## config.mk

```make
export PLATFORM = sky130hd
export DESIGN_NAME = button_conditioner
export DESIGN_NICKNAME = d
export VERILOG_FILES = /design/src/rtl/button_conditioner.sv
export SDC_FILE = /design/constraint.sdc
export NUM_CORES = 1
export LEC_CHECK = 0
export ABC_AREA = 0
export CORE_ASPECT_RATIO = 1.2
export CORE_MARGIN = 10
export CORE_UTILIZATION = 58
export DETAILED_ROUTE_END_ITERATION = 10
export DONT_BUFFER_PORTS = 1
export GPL_TIMING_DRIVEN = 1
export HOLD_SLACK_MARGIN = 0.1
export PLACE_DENSITY_LB_ADDON = 0.05
export SYNTH_ARGS = -nofsm -noshare
export SYNTH_HDL_FRONTEND = slang
export SYNTH_SLANG_ARGS = --single-unit
```

## constraint.sdc

```tcl
create_clock -name clk -period 6 [get_ports clk]
set_clock_uncertainty 0.2 [all_clocks]
set_input_delay 1.2 -clock clk [delete_from_list [all_inputs] [get_ports clk]]
set_output_delay 1.2 -clock clk [all_outputs]
set_load 0.01 [all_outputs]
```

## src/rtl/button_conditioner.sv

```systemverilog
// button_conditioner: two-flop sync, per-button debounce FSM, press/release pulses.
// Optional auto-repeat on REPEAT_MASK buttons when BUTTON_AUTO_REPEAT_EN is defined.
module button_conditioner #(
   parameter int unsigned DEBOUNCE_CYCLES = 1_000_000,
   parameter int unsigned REPEAT_DELAY    = 50_000_000,
   parameter int unsigned REPEAT_PERIOD   = 12_500_000,
   parameter logic [4:0]  REPEAT_MASK     = 5'b00110
) (
   input  logic       clk,
   input  logic       reset,
   input  logic [4:0] btn_in,
   output logic [4:0] btn_level,
   output logic [4:0] btn_press,
   output logic [4:0] btn_release,
   output logic       any_press
);
   typedef enum logic [1:0] {IDLE, PRESS_WAIT, HELD, RELEASE_WAIT} state_t;
   localparam logic [31:0] DB = 32'(DEBOUNCE_CYCLES);
`ifdef BUTTON_AUTO_REPEAT_EN
   localparam logic [31:0] RD = 32'(REPEAT_DELAY);
   localparam logic [31:0] RP = 32'(REPEAT_PERIOD);
`endif
   logic [4:0] sync1, sync2, press_nxt;
   always_ff @(posedge clk or posedge reset)
      if (reset) begin
         sync1     <= '0;
         sync2     <= '0;
         any_press <= 1'b0;
      end else begin
         sync1     <= btn_in;
         sync2     <= sync1;
         any_press <= |press_nxt;
      end
   genvar b;
   for (b = 0; b < 5; b++) begin : g_btn
      state_t      state;
      logic [31:0] db_cnt, db_inc;
      logic        s, hi, done, accept, lvl, prs, rel;
      assign s      = sync2[b];
      assign hi     = state == HELD || state == RELEASE_WAIT;
      assign db_inc = &db_cnt ? db_cnt : db_cnt + 32'd1;
      assign done   = db_inc >= DB;
      assign accept = !hi && s && done;
      assign btn_level[b]   = lvl;
      assign btn_press[b]   = prs;
      assign btn_release[b] = rel;
`ifdef BUTTON_AUTO_REPEAT_EN
      logic [31:0] rep_cnt, rep_inc;
      logic        rep_first, rep_hit;
      assign rep_inc = rep_cnt + 32'd1;
      // no repeat on the edge that leaves the held side
      assign rep_hit = REPEAT_MASK[b] && hi && !(!s && done) && rep_inc == (rep_first ? RD : RP);
      assign press_nxt[b] = accept | rep_hit;
      always_ff @(posedge clk or posedge reset)
         if (reset) begin
            rep_cnt   <= '0;
            rep_first <= 1'b0;
         end else if (accept || rep_hit) begin
            rep_cnt   <= '0;
            rep_first <= accept;
         end else begin
            rep_cnt   <= (hi && REPEAT_MASK[b]) ? rep_inc : '0;
         end
`else
      assign press_nxt[b] = accept;
`endif
      // matching level resets the count; opposite level counts toward a flip
      always_ff @(posedge clk or posedge reset)
         if (reset) begin
            state  <= IDLE;
            db_cnt <= '0;
            lvl    <= 1'b0;
            prs    <= 1'b0;
            rel    <= 1'b0;
         end else begin
            prs <= press_nxt[b];
            rel <= hi && !s && done;
            if (hi ? s : !s) begin
               state  <= hi ? HELD : IDLE;
               db_cnt <= '0;
            end else if (done) begin
               state  <= hi ? IDLE : HELD;
               db_cnt <= '0;
               lvl    <= !hi;
            end else begin
               state  <= hi ? RELEASE_WAIT : PRESS_WAIT;
               db_cnt <= db_inc;
            end
         end
   end
endmodule
```

# Word level (Yosys, flattened, before mapping)
# Index checks and enable logic that the tools add are counted.
[totals]
ff_bits = 196
in_bits = 7
out_inout_bits = 16
elab_cells = 144
[op_classes]
addsub = 5
order_cmp = 5
eq_ne = 10
n_mux = 45
bitwise_logic = 5
reduce_logical = 46
[ops]
columns = ["op", "n"]
rows = [
  ["$mux W32", 15],
  ["$add A32 B1 Y32 const B", 5],
  ["$ge A32 B20 Y1 const B", 5],
  ["$reduce_and A32 Y1", 5],
  ["$mux W2", 25],
  ["$eq A2 B2 Y1 const B", 10],
  ["$logic_and A1 B1 Y1", 20],
  ["$logic_not A1 Y1", 10],
  ["$reduce_and A2 Y1", 5],
  ["$logic_or A1 B1 Y1", 5],
  ["$mux W1", 5],
  ["$not A1 Y1", 5],
  ["$reduce_or A5 Y1", 1],
]

# Logic depth before layout (Yosys ltp)
[logic_depth]
ltp_word = 6
depth_mapped = 13

# Least setup slack after synthesis
# OpenSTA, ideal clock, no wires.
[synth_path]
path_kind = "reg2reg"
from = "register g_btn[1].db_cnt[13]"
to = "register g_btn[1].db_cnt[2]"
setup_ns = 0.080
arrival_ns = 3.090
slack_ns = 2.630
path_stages_with_launch = 14
n_path_buf = 4
period_less_slack_ns = 3.370
cell_sequence = "dfrtp_1 buf_2 and3_1 buf_6 and4_4 buf_6 nand4_4 nand3_1 mux2_2 o22a_1 or4_1 or3_4 buf_6 nor3_2"
[synth_via]
elab_chain_len = 5
word_cells_on_any_way = 6
[synth_rtl]
columns = ["element", "line", "rtl"]
rows = [
  ["start: declaration", "37", "logic [31:0] db_cnt, db_inc;"],
  ["start signal: assignment", "87", "db_cnt <= db_inc;"],
  ["$add A32 B1 Y32 / $reduce_and A32 Y1 (equally long branches)", "41", "assign db_inc = &db_cnt ? db_cnt : db_cnt + 32'd1;"],
  ["$mux W32 *", "41", ""],
  ["$ge A32 B20 Y1", "42", "assign done = db_inc >= DB;"],
  ["$mux W32 *", "81", "end else if (done) begin"],
  ["$mux W32 *", "78", "if (hi ? s : !s) begin"],
]
# Every way passes the cells marked *; elsewhere a longest branch is shown, timed or not.
# A chain may end at the register's enable or synchronous reset.

# Worst setup path after layout
[layout_path]
from = "register g_btn[4].db_cnt[0]"
to = "register g_btn[4].db_cnt[16]"
[layout_via]
elab_chain_len = 5
word_cells_on_any_way = 6
[layout_rtl]
columns = ["element", "line"]
rows = [
  ["start: declaration", "37"],
  ["start signal: assignment", "87"],
  ["$add A32 B1 Y32 / $reduce_and A32 Y1 (equally long branches)", "41"],
  ["$mux W32 *", "41"],
  ["$ge A32 B20 Y1", "42"],
  ["$mux W32 *", "81"],
  ["$mux W32 *", "78"],
]
# Marked as above.

==> results.sh <==
export IMPL_cts_root_buf="clkbuf_16"
export IMPL_num_antenna_cells=0
export IMPL_cts_setup_buffers=0
export IMPL_power_frac_clock_pct=42.3
export IMPL_portBuffers=0
export IMPL_finalCritPeriodShare_pct=70.1
export IMPL_required_ps=6170
export IMPL_cts_hold_buf=0
export IMPL_cts_buffers=17
export IMPL_htree_levels=4
export IMPL_fin_nets=1224
export IMPL_status="complete, no violations"
export IMPL_yosys_warnings=0
export IMPL_post_synth_top_count_cell="dfrtp_1"
export IMPL_cts_tree="done"
export IMPL_setup_violations=0
export IMPL_synth_area_leaders="dfrtp_1, nor2_1, xor2_1, nand3_1, nand4_1"
export IMPL_io_pins=23
export IMPL_track_usage_pct=18.1
export IMPL_async_reset_ff_share_pct=100
export IMPL_final_cells=1467
export IMPL_ir_worst_vdd_mv=0.197
export IMPL_cts_resized=0
export IMPL_synth_cell_types=81
export IMPL_die_x_um=145
export IMPL_wl_per_cell_um=15.1
export IMPL_ctsLongestPathBuffers=2
export IMPL_layout_min_cycle_time_ps=4210
export IMPL_yosys_top_cells_count="dfrtp_1, nor2_1, nand2_1"
export IMPL_cp_arrival_ps=4380
export IMPL_antenna_found_initial=0
export IMPL_dr_pass1_iters=5
export IMPL_slowest_delay_ps=590
export IMPL_wirelength_um=22100
export IMPL_rsz0062_at_grt="false"
export IMPL_rows=54
export IMPL_ff2ff_setup_slack_ps=1790
export IMPL_worstMarginPinSlew_ps=1030
export IMPL_clk_pin_slew_ps=70
export IMPL_vias=8681
export IMPL_netlist_area_um2=10900
export IMPL_max_cap_violations=0
export IMPL_power_density_nw_per_um2=215
export IMPL_fin_hold_ws_ps=150
export IMPL_worst_setup_path_end_kind="register"
export IMPL_cp_top_family="simple AND/OR/NAND/NOR gates"
export IMPL_grt_max_degree=192
export IMPL_slew_violations=0
export IMPL_power_internal_w=0.00191
export IMPL_cts_sinks=191
export IMPL_syn_area_per_cell_um2=9.24
export IMPL_crit_path_start_kind="register"
export IMPL_coreArea_um2=18300
export IMPL_dp_cells=1435
export IMPL_clk_latency_ps=440
export IMPL_critical_path_buf_inv_count=0
export IMPL_grt_overflow_total=0
export IMPL_drc=0
export IMPL_setup_tns_ps=0
export IMPL_fmax_mhz=238
export IMPL_synth_flop_cell="dfrtp_1"
export IMPL_synth_seq_area_share_pct=43.9
export IMPL_p_sw_share_pct=23.9
export IMPL_path_cells="ha_1, nand4_1, nor4_1, nand3_1, a311oi_1, o21ai_0, a211oi_1, o2111ai_1, nand2b_1, o21ba_2"
export IMPL_comb_power_share_pct=3.4
export IMPL_ant_nets=0
export IMPL_syn_to_final_growth_pct=7.55
export IMPL_synth_largest_area_cell="dfrtp_1"
export IMPL_drt_iter0_markers=645
export IMPL_place_congestion=0.900
export IMPL_grt_pass1_wl_um=38100
export IMPL_drive_gt1_share_pct=6.67
export IMPL_initial_core_util_pct=59.4
export IMPL_relSlewSlack_pct=29.7
export IMPL_min_path_type="reg -> reg"
export IMPL_syn_instance_count=1177
export IMPL_post_dp_hpwl_um=15500
export IMPL_crit_fanout=20
export IMPL_ys_seq_elements=191
export IMPL_leakagePower_nw=4.57
export IMPL_path_class="reg -> reg"
export IMPL_switchingPower_w=0.000600
export IMPL_vias_per_cell=5.92
export IMPL_power_w=0.00251
export IMPL_hold_violations=0
export IMPL_seq_power_share_pct=54.3
export IMPL_slowest_stage="nand2b_1"
export IMPL_synth_top_area_share_pct=43.9
export IMPL_synth_edf_count=0
export IMPL_die_area_um2=24700
export IMPL_grt_pass1_vias=8137
export IMPL_die_y_um=170
==> worst paths after layout <==
check,depth (start not counted),endpoint,start
max,10,g_btn[4].db_cnt[16],g_btn[4].db_cnt[0]
min in group asynchronous,2,g_btn[4].db_cnt[2],reset
min,0,sync2[3],sync1[3]
max reg2reg,10,g_btn[4].db_cnt[16],g_btn[4].db_cnt[0]
max in group asynchronous,2,g_btn[0].db_cnt[0],reset
min reg2reg,0,sync2[3],sync1[3]
==> state kept, by name (all words and copies together) (netlist names) <==
signal	cells
g_btn.db_cnt	160
g_btn.lvl	5
g_btn.prs	5
g_btn.rel	5
g_btn.state	5
sync1	5
sync2	5
any_press	1
==> metrics by stage <==
| stage | util (%) | area (µm²) | setup slack (ps) |
|---|---|---|---|
| 6_report | 63.9 | 11700 | 1790 |
| 2_1_floorplan | - | 11100 | 2140 |
| 5_1_grt | 63.9 | 11700 | 1400 |
| 4_1_cts | 63.9 | 11700 | 1810 |
| 3_3_place_gp | 60.9 | 11100 | 2010 |
| 3_5_place_dp | 60.9 | 11100 | 1950 |
==> metal layers <==
layer	global-route usage (%)	up-vias	wire length [µm]
met5	0	-	0
met4	6.94	0	406
met3	3.63	40	837
met2	29.8	187	10700
met1	23.1	4166	10200
li1	-	4288	-
==> cell type report <==
class	count	area (µm²)
fillers	1558	6610
flip-flops and latches	191	4780
clock inverters	13	103
inverters	31	120
well taps	252	315
multi-input cells	956	5880
clock buffers	19	453
repair buffers	5	50.0
==> placed cells by master (no fill, tap or decap), types with 12 or more instances in the layout <==
master,Yosys,final
dfrtp_1,191,191
conb_1,1,60
nor2_1,138,138
nand4_1,58,58
a21oi_1,36,36
inv_1,31,30
and3_1,41,41
mux2_2,12,12
nor3_1,42,42
xor2_1,54,54
ha_1,15,15
nand2_1,87,87
clkbuf_16,0,17
nand2b_1,13,13
xnor2_1,41,41
nor4_1,22,22
o21ai_0,32,32
and4_1,26,26
a31oi_1,13,13
nand3_1,86,86
==> cell families (layout without fill, tap and decap cells) <==
family	after synthesis	count (layout)	synth area share, %
compound gates	170	170	11.0
xor+xnor	95	95	7.65
fa+ha+maj	15	15	1.73
buf+inv	89	68	4.06
flops	191	191	43.9
mux	16	16	1.61
other cells	1	60	0.0345
simple gates	600	600	30.0
==> power groups by stage <==
stage                     clock, W  combinational [W]  sequential (W)
after detailed placement         0          0.0000875         0.00139
after global routing       0.00114           0.000103         0.00137
after CTS                  0.00109          0.0000882         0.00136
final                      0.00106          0.0000863         0.00136
after global placement           0          0.0000860         0.00139
after floorplan                  0          0.0000889         0.00137
Note: power is estimated with default switching activity, not from simulation.
